## config.mk

```make
export PLATFORM = sky130hd
export DESIGN_NAME = axis_pkt_gen_flat
export DESIGN_NICKNAME = d
export VERILOG_FILES = /design/src/rtl/axis_pkt_gen_pkg.sv /design/src/rtl/axis_pkt_gen_if.sv /design/src/rtl/axis_pkt_gen_lfsr.sv /design/src/rtl/axis_pkt_gen.sv /design/src/flat_wrapper.sv
export SDC_FILE = /design/constraint.sdc
export NUM_CORES = 1
export LEC_CHECK = 0
export BUFFER_PORTS_ARGS = -buffer_cell sky130_fd_sc_hd__buf_2
export CORE_AREA = 2 2 284 286
export DETAILED_ROUTE_END_ITERATION = 6
export DIE_AREA = 0 0 286 288
export SLEW_MARGIN = 20
export SYNTH_ARGS = -nofsm -noshare
export SYNTH_HDL_FRONTEND = slang
export SYNTH_SLANG_ARGS = --single-unit
```

## constraint.sdc

```tcl
create_clock -name clk -period 8.9 [get_ports clk]
set_input_delay 0.445 -clock clk [delete_from_list [all_inputs] [get_ports clk]]
set_output_delay 0.445 -clock clk [all_outputs]
set_load 0.1 [all_outputs]
```

## src/rtl/axis_pkt_gen_pkg.sv

```systemverilog
// rtl/axis_pkt_gen_pkg.sv - shared types, header offsets and constants for the packet generator
package pktgen_pkg;

    typedef enum logic [1:0] {
        IDLE    = 2'd0,
        HDR     = 2'd1,
        PAYLOAD = 2'd2,
        GAP     = 2'd3
    } state_t;

    localparam int LEN_HI_OFF  = 16;
    localparam int LEN_LO_OFF  = 17;
    localparam int FLOW_OFF    = 35;
    localparam int ETH_HDR_LEN = 14;

    localparam logic [15:0] LFSR_SEED      = 16'hACE1;
    localparam logic [15:0] LFSR_TAPS      = 16'hB400;
    localparam logic [6:0]  THROTTLE_LIMIT = 7'd100;

    // Byte k of the beat sits at bits [8k+7:8k]; bytes 16/17 (IP length) and 35 (flow) are patched per packet.
    localparam logic [511:0] HDR_TEMPLATE_DEFAULT =
        512'h1514_00000000_00000000_00000000_00000000_00000000_00000000_B7120000_0200000A_0100000A_00001140_00400000_00000045_00085554_5352515A_D5D4D3D2_D1DA;

    function automatic logic [15:0] clamp_beats(input logic [15:0] b, input logic [15:0] max_b);
        if (b == 16'd0)
            return 16'd1;
        else if (b > max_b)
            return max_b;
        else
            return b;
    endfunction

endpackage

```

## src/rtl/axis_pkt_gen_if.sv

```systemverilog
// rtl/axis_pkt_gen_if.sv - AXI-Stream style master/slave bundle for the packet generator output
interface axis_pkt_gen_if #(
    parameter int DATA_WIDTH = 512,
    parameter int KEEP_WIDTH = DATA_WIDTH / 8
);
    logic [DATA_WIDTH-1:0] tdata;
    logic [KEEP_WIDTH-1:0] tkeep;
    logic                  tvalid;
    logic                  tready;
    logic                  tlast;

    modport master (output tdata, output tkeep, output tvalid, output tlast, input tready);
    modport slave  (input tdata, input tkeep, input tvalid, input tlast, output tready);
endinterface

```

## src/rtl/axis_pkt_gen_lfsr.sv

```systemverilog
// rtl/axis_pkt_gen_lfsr.sv - free-running Galois LFSR that gates beat offers to ~78% load
module pktgen_lfsr
    import pktgen_pkg::*;
(
    input  logic clk,
    input  logic rst,
    output logic allow
);
    logic [15:0] lfsr_q;

    always_ff @(posedge clk or posedge rst) begin
        if (rst)
            lfsr_q <= LFSR_SEED;
        else
            lfsr_q <= {1'b0, lfsr_q[15:1]} ^ (lfsr_q[0] ? LFSR_TAPS : 16'h0000);
    end

    assign allow = (lfsr_q[6:0] < THROTTLE_LIMIT);
endmodule

```

## src/rtl/axis_pkt_gen.sv

```systemverilog
// rtl/axis_pkt_gen.sv - multi-flow Ethernet/IPv4/UDP AXIS packet generator; PKTGEN_THROTTLE_EN adds LFSR throttling
module axis_pkt_gen
    import pktgen_pkg::*;
#(
    parameter int             AXIS_DATA_WIDTH = 512,
    parameter int             AXIS_KEEP_WIDTH = AXIS_DATA_WIDTH / 8,
    parameter int             FLOW_ID_WIDTH   = 5,
    parameter int             MAX_BEATS       = 32,
    parameter logic [511:0]   HEADER_TEMPLATE = HDR_TEMPLATE_DEFAULT
) (
    input  logic                     clk,
    input  logic                     rst,
    input  logic                     cfg_start,
    input  logic                     cfg_stop,
    input  logic [15:0]              cfg_pkt_beats,
    input  logic [31:0]              cfg_pkt_count,
    input  logic [7:0]               cfg_gap,
    input  logic [FLOW_ID_WIDTH-1:0] cfg_flow_max,
    axis_pkt_gen_if.master           m_axis,
    output logic                     busy,
    output logic [31:0]              stat_pkt_count,
    output logic [63:0]              stat_byte_count
);
    localparam logic [15:0] KEEP16 = 16'(AXIS_KEEP_WIDTH);
    localparam logic [15:0] HLEN16 = 16'(ETH_HDR_LEN);

    state_t                     state_q, state_n;
    logic [15:0]                beats_q, beats_n, idx_q, idx_n, len_v;
    logic [31:0]                count_q, count_n, seq_q, seq_n, pkt_q, pkt_n;
    logic [7:0]                 gap_q, gap_n, gap_cnt_q, gap_cnt_n;
    logic [FLOW_ID_WIDTH-1:0]   flow_max_q, flow_max_n, flow_q, flow_n;
    logic                       stop_q, stop_n, tvalid_q, tvalid_n, tlast_q, tlast_n;
    logic [AXIS_DATA_WIDTH-1:0] tdata_q, tdata_n, hdr, pay;
    logic [63:0]                byte_q, byte_n;
    logic                       hs, present, allow;

`ifdef PKTGEN_THROTTLE_EN
    pktgen_lfsr u_lfsr (.clk(clk), .rst(rst), .allow(allow));
`else
    assign allow = 1'b1;
`endif

    always_ff @(posedge clk or posedge rst) begin
        if (rst) begin
            state_q    <= IDLE;
            beats_q    <= 16'd1;
            count_q    <= '0;
            gap_q      <= '0;
            flow_max_q <= '0;
            seq_q      <= 32'd1;
            flow_q     <= '0;
            idx_q      <= '0;
            gap_cnt_q  <= '0;
            stop_q     <= 1'b0;
            tvalid_q   <= 1'b0;
            tlast_q    <= 1'b0;
            tdata_q    <= '0;
            pkt_q      <= '0;
            byte_q     <= '0;
        end else begin
            state_q    <= state_n;
            beats_q    <= beats_n;
            count_q    <= count_n;
            gap_q      <= gap_n;
            flow_max_q <= flow_max_n;
            seq_q      <= seq_n;
            flow_q     <= flow_n;
            idx_q      <= idx_n;
            gap_cnt_q  <= gap_cnt_n;
            stop_q     <= stop_n;
            tvalid_q   <= tvalid_n;
            tlast_q    <= tlast_n;
            tdata_q    <= tdata_n;
            pkt_q      <= pkt_n;
            byte_q     <= byte_n;
        end
    end

    always_comb begin
        state_n    = state_q;
        beats_n    = beats_q;
        count_n    = count_q;
        gap_n      = gap_q;
        flow_max_n = flow_max_q;
        seq_n      = seq_q;
        flow_n     = flow_q;
        idx_n      = idx_q;
        gap_cnt_n  = gap_cnt_q;
        stop_n     = stop_q || cfg_stop;
        tvalid_n   = tvalid_q;
        tlast_n    = tlast_q;
        tdata_n    = tdata_q;
        pkt_n      = pkt_q;
        byte_n     = byte_q;
        present    = 1'b0;
        hs         = tvalid_q && m_axis.tready;

        if (hs)
            byte_n = byte_q + 64'(AXIS_KEEP_WIDTH);

        // idx_n always names the beat to be offered next; present asks for it to be loaded.
        case (state_q)
            IDLE: begin
                if (cfg_start && !cfg_stop) begin
                    beats_n    = clamp_beats(cfg_pkt_beats, 16'(MAX_BEATS));
                    count_n    = cfg_pkt_count;
                    gap_n      = cfg_gap;
                    flow_max_n = cfg_flow_max;
                    pkt_n      = '0;
                    byte_n     = '0;
                    idx_n      = '0;
                    state_n    = HDR;
                    present    = 1'b1;
                end
            end
            HDR, PAYLOAD: begin
                if (hs) begin
                    tvalid_n = 1'b0;
                    tlast_n  = 1'b0;
                    if (tlast_q) begin
                        seq_n  = seq_q + 32'd1;
                        flow_n = (flow_q == flow_max_q) ? '0 : flow_q + FLOW_ID_WIDTH'(1);
                        pkt_n  = pkt_q + 32'd1;
                        idx_n  = '0;
                        if (stop_q || cfg_stop || (count_q != '0 && pkt_n == count_q)) begin
                            state_n = IDLE;
                        end else if (gap_q != '0) begin
                            state_n   = GAP;
                            gap_cnt_n = gap_q;
                        end else begin
                            state_n = HDR;
                            present = 1'b1;
                        end
                    end else begin
                        idx_n   = idx_q + 16'd1;
                        state_n = PAYLOAD;
                        present = 1'b1;
                    end
                end else if (!tvalid_q) begin
                    present = 1'b1;
                end
            end
            GAP: begin
                if (stop_q || cfg_stop) begin
                    state_n = IDLE;
                end else if (gap_cnt_q <= 8'd1) begin
                    state_n = HDR;
                    present = 1'b1;
                end else begin
                    gap_cnt_n = gap_cnt_q - 8'd1;
                end
            end
            default: state_n = IDLE;
        endcase

        if (state_n == IDLE)
            stop_n = 1'b0;

        len_v = beats_n * KEEP16 - HLEN16;
        hdr = '0;
        hdr[511:0] = HEADER_TEMPLATE;
        hdr[LEN_HI_OFF*8 +: 8] = len_v[15:8];
        hdr[LEN_LO_OFF*8 +: 8] = len_v[7:0];
        hdr[FLOW_OFF*8 +: 8]   = 8'(flow_n);
        pay = '0;
        pay[31:0] = seq_n + 32'(idx_n);

        if (present && allow) begin
            tvalid_n = 1'b1;
            tlast_n  = (idx_n == beats_n - 16'd1);
            tdata_n  = (idx_n == 16'd0) ? hdr : pay;
        end else if (present) begin
            tvalid_n = 1'b0;
        end
    end

    assign m_axis.tdata   = tdata_q;
    assign m_axis.tkeep   = '1;
    assign m_axis.tvalid  = tvalid_q;
    assign m_axis.tlast   = tlast_q;
    assign busy           = (state_q != IDLE);
    assign stat_pkt_count  = pkt_q;
    assign stat_byte_count = byte_q;
endmodule
```

## src/flat_wrapper.sv

```systemverilog
// flat-port wrapper written by rule: the top's interface ports become plain ports
module axis_pkt_gen_flat import pktgen_pkg::*;
#(
    parameter int             AXIS_DATA_WIDTH = 512,
    parameter int             AXIS_KEEP_WIDTH = AXIS_DATA_WIDTH / 8,
    parameter int             FLOW_ID_WIDTH   = 5,
    parameter int             MAX_BEATS       = 32,
    parameter logic [511:0]   HEADER_TEMPLATE = HDR_TEMPLATE_DEFAULT
)
  (clk, rst, cfg_start, cfg_stop, cfg_pkt_beats, cfg_pkt_count, cfg_gap, cfg_flow_max, busy, stat_pkt_count, stat_byte_count, m_axis_tdata, m_axis_tkeep, m_axis_tvalid, m_axis_tlast, m_axis_tready);
  axis_pkt_gen_if m_axis_i ();
  input  logic clk;
  input  logic rst;
  input  logic cfg_start;
  input  logic cfg_stop;
  input  logic [15:0] cfg_pkt_beats;
  input  logic [31:0] cfg_pkt_count;
  input  logic [7:0] cfg_gap;
  input  logic [FLOW_ID_WIDTH-1:0] cfg_flow_max;
  output logic busy;
  output logic [31:0] stat_pkt_count;
  output logic [63:0] stat_byte_count;
  output wire logic [$bits(m_axis_i.tdata)-1:0] m_axis_tdata;
  output wire logic [$bits(m_axis_i.tkeep)-1:0] m_axis_tkeep;
  output wire logic [$bits(m_axis_i.tvalid)-1:0] m_axis_tvalid;
  output wire logic [$bits(m_axis_i.tlast)-1:0] m_axis_tlast;
  input wire logic [$bits(m_axis_i.tready)-1:0] m_axis_tready;
  assign m_axis_tdata = m_axis_i.tdata;
  assign m_axis_tkeep = m_axis_i.tkeep;
  assign m_axis_tvalid = m_axis_i.tvalid;
  assign m_axis_tlast = m_axis_i.tlast;
  assign m_axis_i.tready = m_axis_tready;
  axis_pkt_gen #(.AXIS_DATA_WIDTH(AXIS_DATA_WIDTH), .AXIS_KEEP_WIDTH(AXIS_KEEP_WIDTH), .FLOW_ID_WIDTH(FLOW_ID_WIDTH), .MAX_BEATS(MAX_BEATS), .HEADER_TEMPLATE(HEADER_TEMPLATE)) u_core (.clk(clk), .rst(rst), .cfg_start(cfg_start), .cfg_stop(cfg_stop), .cfg_pkt_beats(cfg_pkt_beats), .cfg_pkt_count(cfg_pkt_count), .cfg_gap(cfg_gap), .cfg_flow_max(cfg_flow_max), .m_axis(m_axis_i), .busy(busy), .stat_pkt_count(stat_pkt_count), .stat_byte_count(stat_byte_count));
endmodule
```

# Yosys cells after proc, flatten, opt, wreduce, memory -nomap -nowiden
# Cells that the tools add are included.
# W data, S select, Z words.
word_totals:
  input_bits: 66
  wordCells: 113
  register_bits: 735
op_classes:
  add_sub_neg: 9
  reduce_logical: 22
  n_mux: 52
  n_lt_le_gt_ge: 2
  eq_ne: 13
op_table:
  columns: ["operator", "n"]
  rows:
  - ["$mux W509", 1]
  - ["$mux W32", 6]
  - ["$mux W64", 3]
  - ["$mux W16", 7]
  - ["$add A32 B1 Y32 const B", 2]
  - ["$add A64 B7 Y64 const B", 1]
  - ["$pmux W32 S2", 1]
  - ["$mux W8", 6]
  - ["$add A32 B16 Y32", 1]
  - ["$eq A32 B32 Y1", 1]
  - ["$logic_not A16 Y1", 2]
  - ["$pmux W16 S2", 1]
  - ["$reduce_bool A32 Y1", 1]
  - ["$mux W5", 4]
  - ["$add A16 B1 Y16 const B", 1]
  - ["$eq A16 B16 Y1", 1]
  - ["$gt A16 B6 Y1 const B", 1]
  - ["$pmux W8 S2", 1]
  - ["$sub A16 B1 Y16 const B", 1]
  - ["$sub A16 B4 Y16 const B", 1]
  - ["$mux W2", 7]
  - ["$mux W1", 13]
  - ["$reduce_bool A2 Y1", 5]
  - ["$le A8 B1 Y1 const B", 1]
  - ["other kinds (18)", 29]

# Longest topological paths before layout
# Gate-level depths: netlist of the first run.
depth:
  word_depth: 10
  ltp_mapped: 19
  depth_no_buf: 18

# Worst setup path after synthesis of the first run
# Ideal clock, no wire load.
synth_timing:
  kind: "register -> register"
  from: "reg u_core.tvalid_q, in the netlist u_core.m_axis.tvalid"
  to: "reg u_core.tdata_q[25], in the netlist u_core.m_axis.tdata[25]"
  stages_incl_launch_ff: 19
  path_buffers: 2
  setup_ns: 0.120
  t_arrival_ns: 4.789
  t_required_ns: 8.780
  slack_ns: 3.992
  synth_period_minus_slack_ns: 4.908
  cell_sequence: "dfrtp_1 buf_4 and4_1 clkbuf_1 nand2_1 a31o_2 a21oi_1 inv_1 ha_1 a21oi_1 o221ai_1 a41oi_1 a21oi_1 and4_1 a2111oi_2 nor2b_1 xnor2_1 a21oi_1 a21o_1"
synth_between:
  elab_chain_len: 5
synth_lines:
  columns: ["item", "line", "source"]
  rows:
  - ["start: declaration", "axis_pkt_gen.sv:32", "logic stop_q, stop_n, tvalid_q, tvalid_n, tlast_q, tlast_n;"]
  - ["start signal: assignment", "axis_pkt_gen.sv:71", "tvalid_q <= tvalid_n;"]
  - ["$logic_and A1 B1 Y1 (*)", "axis_pkt_gen.sv:96", "hs = tvalid_q && m_axis.tready;"]
  - ["$mux W16 (*)", "axis_pkt_gen.sv:117", "if (hs) begin"]
  - ["$pmux W16 S2 (*)", "axis_pkt_gen.sv:102", "case (state_q)"]
  - ["via u_core.idx_n[3]", "axis_pkt_gen.sv:28", "logic [15:0] beats_q, beats_n, idx_q, idx_n, len_v;"]
  - ["$add A32 B16 Y32 / $logic_not A16 Y1 (equally long branches)", "axis_pkt_gen.sv:166, axis_pkt_gen.sv:171", null]
  - ["$mux W509 (*)", "axis_pkt_gen.sv:171", "tdata_n = (idx_n == 16'd0) ? hdr : pay;"]
  - ["end signal: assignment", "axis_pkt_gen.sv:73", "tdata_q <= tdata_n;"]
  - ["end: declaration", "axis_pkt_gen.sv:33", "logic [AXIS_DATA_WIDTH-1:0] tdata_q, tdata_n, hdr, pay;"]
# Mark *: on every way through the listed nets, which the timed path passes. The rest lies on a longest branch.
# A chain may end at the register's enable or synchronous reset.

# Worst setup path after layout of the first run
layout_timing:
  from: "reg u_core.state_q[1]"
  to: "reg u_core.tdata_q[25], in the netlist u_core.m_axis.tdata[25]"
layout_between:
  elab_chain_len: 5
layout_lines:
  columns: ["item", "line", "source"]
  rows:
  - ["start: declaration", "axis_pkt_gen.sv:27", "state_t state_q, state_n;"]
  - ["start signal: assignment", "axis_pkt_gen.sv:61", "state_q <= state_n;"]
  - ["$eq A2 B1 Y1 / $eq A2 B2 Y1 (equally long branches)", "axis_pkt_gen.sv:102", null]
  - ["$reduce_or A2 Y1", "axis_pkt_gen.sv:102", null]
  - ["$pmux W16 S2 (*)", "axis_pkt_gen.sv:102", null]
  - ["via u_core.idx_n[7]", "axis_pkt_gen.sv:28", null]
  - ["$add A32 B16 Y32 / $logic_not A16 Y1 (equally long branches)", "axis_pkt_gen.sv:166, axis_pkt_gen.sv:171", null]
  - ["$mux W509 (*)", "axis_pkt_gen.sv:171", null]
# Marks and branches as above.

==> impl_metrics.json, run 1 <==
{
  "status": "completed",
  "grt_pass1_wl_mm": 76.2,
  "period_share_pct": 59.9,
  "post-synth-top-count-cell": "buf_4",
  "required_ns": 9.34,
  "cts-hold-fix-buffers": 0,
  "critPathTopFamily": "compound AO/OA/AOI/OAI gates",
  "grt_max_degree": 96,
  "drv_slew": 0,
  "grt_pass1_vias": 12715,
  "place.gp.congestion": 0.846,
  "netlist_top_cells_area": "dfrtp_1 (35%), buf_4 (22%), nand2_1 (6.2%)",
  "worstSetupStartpointType": "flip-flop",
  "area_growth_pct": 7.27,
  "clk_latency_ns": 0.55,
  "cp.arrival_ns": 5.77,
  "io_pins": 741,
  "core_um2": 79600,
  "die_h_um": 288,
  "vdd_drop_max_uv": 537,
  "worstSetupPathType": "flip-flop to flip-flop",
  "netlist.area_leader.share_pct": 35.1,
  "cts_max_path_buffers": 3,
  "cts_resized": 0,
  "hp-class": "primary input to asynchronous set/reset pin",
  "syn_avg_cell_area_um2": 8.56,
  "dr.max_layer_used": "met5",
  "numPortBuffers": 265,
  "die_x_um": 286,
  "end_kind": "flip-flop",
  "path_buf_inv": 1,
  "nets": 2470,
  "cts_made_buffers": 34,
  "power_density_nw_per_um2": 340,
  "cts_setup_buffers": 0,
  "final_util_pct": 25.3,
  "r2r_slack_ns": 3.57,
  "maxSlewHeadroom_pct": 30.9,
  "async_reset_ff_share_pct": 100,
  "met3WireLength_mm": 3.82,
  "syn_inst": 2194,
  "post_drt_via_cell_ratio": 4.10,
  "hold_viol_final": 0,
  "ys_seq_area_share_pct": 35.3,
  "finalSetupTns_ns": 0,
  "clock-sinks": 265,
  "grtUsageTotal_pct": 11.7,
  "final.min_clock_period_ns": 5.33,
  "layout-drive-gt1-share_pct": 15.0,
  "syn_area_um2": 18800,
  "drtIter0Drc": 901,
  "root_buffer": "clkbuf_16",
  "fmax_mhz": 188,
  "htree_levels": 2,
  "wl_mm": 51.1,
  "drc": 0,
  "dr.pass1.iters": 5,
  "wl_met2_mm": 24.6,
  "synth_ff_type": "dfrtp_1",
  "synth.distinct_cells": 77,
  "final_antenna_net_count": 0,
  "hpwl_mm": 38.4,
  "finalSetupViolCount": 0,
  "pre_cts_ws_ns": 3.30,
  "antenna_found_initial": 9,
  "ys_ff_latch": 265,
  "slowest_stage": "a2111oi_4",
  "globalRouteOverflowTotal": 0,
  "die_area_um2": 82400,
  "drv_cap": 0,
  "post_dp_cell_area_um2": 19000,
  "wl_met1_mm": 21.5,
  "leakage_nw": 10.1,
  "fillers": 8620,
  "fin_hold_ws_ns": 0.0222,
  "tightest_slew_ns": 1.04,
  "synth_edf_count": 0,
  "cpPeakStageDelay_ns": 0.67,
  "start_util_pct": 23.6,
  "clk_pin_slew_ns": 0.06,
  "crit_chain": "ha_1 > inv_1 > nand3_1 > a31oi_1 > o21ai_0 > o21ai_0 > ha_1 > nor4_1 > o221ai_1 > a41oi_1 > a21oi_1 > and4_1 > a2111oi_4 > nor2b_1 > xnor2_1 > a21oi_1 > a21o_1",
  "fin_area_um2": 20100,
  "synth.largest_area_cell": "dfrtp_1",
  "critPathMaxFanout": 16,
  "ys.warnings.count": 0,
  "rsz0062_at_grt": "false",
  "num_vias": 14199,
  "final.setup_skew_ns": 0.0226,
  "synth_common_cells": "buf_4 (541), nand2_1 (309), dfrtp_1 (263)",
  "row_count": 104,
  "wl_per_cell_um": 14.8,
  "cts_tree": "yes",
  "setup_ws_ns": 3.57
}
-- flip-flops by register name (all words and copies together) (netlist names), 2 cells and up --
register,cells
u_core.beats_q,16
u_core.count_q,32
u_core.flow_max_q,5
u_core.flow_q,5
u_core.gap_cnt_q,8
u_core.gap_q,8
u_core.idx_q,16
u_core.m_axis.tdata,48
u_core.seq_q,32
u_core.stat_byte_count,58
u_core.stat_pkt_count,32
u_core.state_q,2
-- placed cells by master, fill, tap and decap left out, types with 13 or more instances in the layout --
cell type,n
a21o_1,20
a21oi_1,77
and2_1,19
and3_1,36
and4_1,23
buf_2,265
buf_4,13
clkbuf_16,34
conb_1,475
dfrtp_1,263
ha_1,26
inv_1,49
nand2_1,308
nand2b_1,16
nand3_1,72
nand4_1,45
nor2_1,113
nor2b_1,19
nor3_1,30
nor4_1,29
o21ai_0,74
o31ai_1,34
or3_1,23
xnor2_1,93
xor2_1,78
-- power breakdown --
part | switching, mW | leakage, nW | total [mW] | internal [mW]
registers | 0.217 | 3.53 | 1.63 | 1.41
clock network | 0.566 | 0.549 | 1.39 | 0.822
logic | 3.29 | 5.99 | 3.83 | 0.540
total | 4.07 | 10.1 | 6.85 | 2.78
-- area by class of cell --
type | count | area, um^2 | area share (%)
multi-input combinational | 1748 | 9440 | 46.9
sequential | 265 | 6630 | 32.9
timing repair buffer | 278 | 1420 | 7.07
tap | 1060 | 1330 | 6.59
clock buffer | 43 | 955 | 4.74
inverter | 50 | 195 | 0.969
clock inverter | 15 | 160 | 0.795
antenna | 1 | 2.50 | 0.0124
-- metrics by stage --
stage          total power [mW]  cells
2_1_floorplan              5.28   2667
3_3_place_gp               5.47   3401
3_5_place_dp               5.49   3401
4_1_cts                    6.91   3459
5_1_grt                    7.17   3460
6_report                   6.85   3460
-- routing by layer --
layer | GRT usage, % | vias to the layer above
met2 | 19.5 | 518
met5 | 0 | -
met4 | 3.59 | 10
met1 | 15.1 | 6799
met3 | 2.65 | 84
li1 | - | 6788
-- path summary, 6_finish.rpt --
check / end / startpoint / depth (start not counted)
min in group clk: u_core.count_q[1] / cfg_pkt_count[1] / 3
setup reg to reg: u_core.m_axis.tdata[25] / u_core.state_q[1] / 17
setup / recovery: u_core.m_axis.tdata[25] / u_core.state_q[1] / 17
max in group asynchronous: u_core.m_axis.tdata[30] / rst / 3
hold / removal: u_core.stat_byte_count[53] / rst / 2
hold reg to reg: u_core.m_axis.tdata[8] / u_core.m_axis.tdata[8] / 1
-- kinds of logic after synthesis --
family                   share of synthesized area (%)
AO/OA/AOI/OAI                                     9.92
XOR/XNOR                                          8.10
adder cells (fa/ha/maj)                           1.84
buffers and inverters                             24.0
flip-flops                                        35.3
multiplexers                                     0.700
other                                           0.0400
AND/OR/NAND/NOR                                   20.1
-- worst reg2reg max path: stages (launching register included) --
cell	delay, ns
dfrtp_1	0.36
ha_1	0.45
inv_1	0.38
nand3_1	0.49
a31oi_1	0.08
o21ai_0	0.14
o21ai_0	0.29
ha_1	0.33
nor4_1	0.42
o221ai_1	0.26
a41oi_1	0.33
a21oi_1	0.16
and4_1	0.26
a2111oi_4	0.67
nor2b_1	0.14
xnor2_1	0.19
a21oi_1	0.09
a21o_1	0.20
Power figures use the tool's default switching activity.
==> run 2: changes to the inputs <==
ABC_AREA = 1   (was unset)
CORE_AREA = 2 2 286 288   (was 2 2 284 286)
DIE_AREA = 0 0 288 290   (was 0 0 286 288)
clock period = 4.65 ns   (was 8.9 ns; I/O delays follow)
==> run 2 against run 1 <==
The run now ends with negative hold slack left; combinational power rose by 110%; die area increased by 1.4%; sequential share of layout area decreased by 3.0 points; critical path type unchanged; largest cell class unchanged; highest routed layer is now met4.
==> impl_metrics.json, run 2 <==
{
  "wl_per_cell_um": 14.2,
  "required_ns": 5.10,
  "tightest_slew_ns": 0.926,
  "row_count": 104,
  "p_int_mw": 5.72,
  "hpwl_mm": 45.9,
  "drv_cap": 0,
  "syn_avg_cell_area_um2": 7.13,
  "met2_usage_pct": 22.6,
  "post-synth-top-count-cell": "nand2_1",
  "clk_latency_ns": 0.56,
  "syn_inst": 2825,
  "place.gp.congestion": 0.905,
  "clk_pin_slew_ns": 0.05,
  "worstSetupStartpointType": "flip-flop",
  "grt_pass1_wl_mm": 89.3,
  "num_antenna_cells": 0,
  "ys.warnings.count": 0,
  "async_reset_ff_share_pct": 100,
  "period_share_pct": 88.4,
  "switching_share_pct": 59.6,
  "grt_max_degree": 143,
  "clock-sinks": 265,
  "cp.arrival_ns": 4.56,
  "num_vias": 17115,
  "post_drt_via_cell_ratio": 4.10,
  "finalSetupTns_ns": 0,
  "numPortBuffers": 265,
  "critPathMaxFanout": 9,
  "globalRouteOverflowTotal": 0,
  "mostFrequentLayoutCell": "nand2_1",
  "final_cells": 4171,
  "busiest_layer": "met2",
  "final.min_clock_period_ns": 4.11,
  "cts_max_path_buffers": 3,
  "status": "finished, violations left",
  "htree_levels": 2,
  "finalSetupViolCount": 0,
  "final.setup_skew_ns": 0.0238,
  "nets": 3178,
  "p_comb_share_pct": 57.4,
  "p_sw_mw": 8.46,
  "pwr-share-seq_pct": 22.7,
  "cts_tree": "yes",
  "final_antenna_net_count": 0,
  "dp_cells": 4062,
  "cts_made_buffers": 36,
  "start_util_pct": 25.1,
  "syn_area_um2": 20200,
  "grtUsageTotal_pct": 13.5,
  "synth.distinct_cells": 55,
  "hp-class": "primary input to flip-flop",
  "drtIter0Drc": 1063,
  "area_growth_pct": 10.1,
  "synth_ff_type": "dfrtp_1",
  "cts_setup_buffers": 0,
  "io_pins": 741,
  "largest_reg_flops": 58,
  "fmax_mhz": 243,
  "grt_use_met1_pct": 17.1,
  "root_buffer": "clkbuf_16",
  "die_area_um2": 83500,
  "netlist.area_leader.share_pct": 32.7,
  "leakage_nw": 11.5,
  "synth_edf_count": 0,
  "grt_pass1_vias": 15638,
  "drc": 0,
  "power_density_nw_per_um2": 639,
  "violations": "negative hold slack",
  "maxSlewHeadroom_pct": 38.1,
  "vdd_drop_max_uv": 1750,
  "fin_hold_ws_ns": -0.00252,
  "use_met3_pct": 2.36,
  "rsz0062_at_grt": "false",
  "end_kind": "flip-flop",
  "core_um2": 80200,
  "ys_ff_latch": 265,
  "drv_slew": 0,
  "hold_viol_final": 1,
  "die_x_um": 288,
  "clock_power_share_pct": 20.0,
  "synth.largest_area_cell": "dfrtp_1",
  "final_cell_mix": "nand2_1 (689), conb_1 (475), nor2_1 (277)",
  "synth_common_cells": "nand2_1 (690), buf_4 (541), nor2_1 (278)",
  "dr.pass1.iters": 5,
  "die_h_um": 290,
  "r2r_slack_ns": 0.54,
  "wl_mm": 59.2,
  "antenna_found_initial": 2,
  "worstSetupPathType": "flip-flop to flip-flop",
  "netlist_top_cells_area": "dfrtp_1 (33%), buf_4 (20%), nand2_1 (13%)",
  "ys_seq_area_share_pct": 32.9,
  "layout-drive-gt1-share_pct": 13.2
}
-- run 2: cell types whose count changed after synthesis, sizes merged, moves of 19 or more --
cell,change
nand2,+391
inv,+232
nor2,+185
nand3,+137
xnor2,-76
and3,-35
o31ai,-34
o22ai,+25
and4,-23
or3,-23
xor2,-20
a21o,-19
nor2b,-19
-- run 2: worst paths after layout --
kind                                         startpoint  cells past startpoint                       end
worst max-delay path                  u_core.state_q[0]                     25   u_core.m_axis.tdata[28]
max in group asynchronous                           rst                      4  u_core.m_axis.tdata[135]
worst max register to register        u_core.state_q[0]                     25   u_core.m_axis.tdata[28]
worst min register to register  u_core.m_axis.tdata[23]                      2   u_core.m_axis.tdata[23]
worst min-delay path                   cfg_pkt_count[1]                      3         u_core.count_q[1]
min in group asynchronous                           rst                      3    u_core.m_axis.tdata[5]
-- run 2: final cells by class --
class                           count  area, um^2
Clock buffer                       50        1030
Clock inverter                     14         160
Fill cell                        8811       58000
Inverter                          284        1070
Multi-Input combinational cell   2165        9980
Sequential cell                   265        6640
Tap cell                         1060        1330
Timing Repair Buffer              333        1980
-- run 2: repair_timing --
| action | CTS | global route |
|---|---|---|
| hold buffers | 44 | 0 |
| resized for setup | 0 | 3 |
| setup endpoints to repair | 0 | 13 |
| hold endpoints to repair | 77 | 0 |
-- run 2: routing by layer --
metal  share of wire (%)  wire length (um)  vias to the layer above
li1                    -                 -                     8510
met3                 5.8              3430                      124
met2                  48             28500                      541
met4                 3.8              2260                        0
met5                   0                 0                        -
met1                  42             25000                     7940
-- run 2: logic make-up after synthesis --
logic type / count (synthesis) / synth area share [%]
and+or+nand+nor: 1353 / 29.0
buffers and inverters: 868 / 26.4
DFF: 265 / 32.9
AOI/OAI and AO/OA: 233 / 6.43
xor gates and xnor gates: 77 / 3.52
adders and majority gates: 27 / 1.71
other: 2 / 0.0373
-- run 2: critical path: stages (launching register included) --
cell and delay (ns):
dfrtp_1 0.39, inv_1 0.10, ha_1 0.22, inv_1 0.12, nor2_1 0.32, nor2_4 0.12
o21ai_0 0.36, ha_1 0.25, inv_1 0.06, fa_1 0.36, inv_1 0.08, nand2_1 0.06
a21oi_1 0.17, a31oi_1 0.15, o21ai_1 0.25, nand2_1 0.13, nand2_1 0.15, nand3_1 0.11
inv_2 0.12, nand2_1 0.08, nor2_1 0.13, nand2_1 0.06, nand2_1 0.07, nand2_1 0.04
nand3_1 0.08, nand2_1 0.06
-- run 2: through the flow --
stage | utilization [%] | setup slack (ns) | area (um^2) | power [mW]
after floorplan | - | 0.375 | 21900 | 10.6
after global placement | 25.6 | 0.454 | 20500 | 11.4
after detailed placement | 25.6 | 0.365 | 20500 | 11.4
after CTS | 27.7 | 0.395 | 22200 | 14.3
after global routing | 27.7 | 0.0113 | 22200 | 14.9
final | 27.7 | 0.537 | 22200 | 14.2
-- run 2: power by group through the flow --
stage / Clock, mW / Combinational (mW) / Sequential [mW]
2_1_floorplan: 0 / 6.35 / 4.27
3_3_place_gp: 0 / 8.13 / 3.25
3_5_place_dp: 0 / 8.14 / 3.25
4_1_cts: 2.93 / 8.20 / 3.22
5_1_grt: 3.01 / 8.65 / 3.29
6_report: 2.83 / 8.14 / 3.21
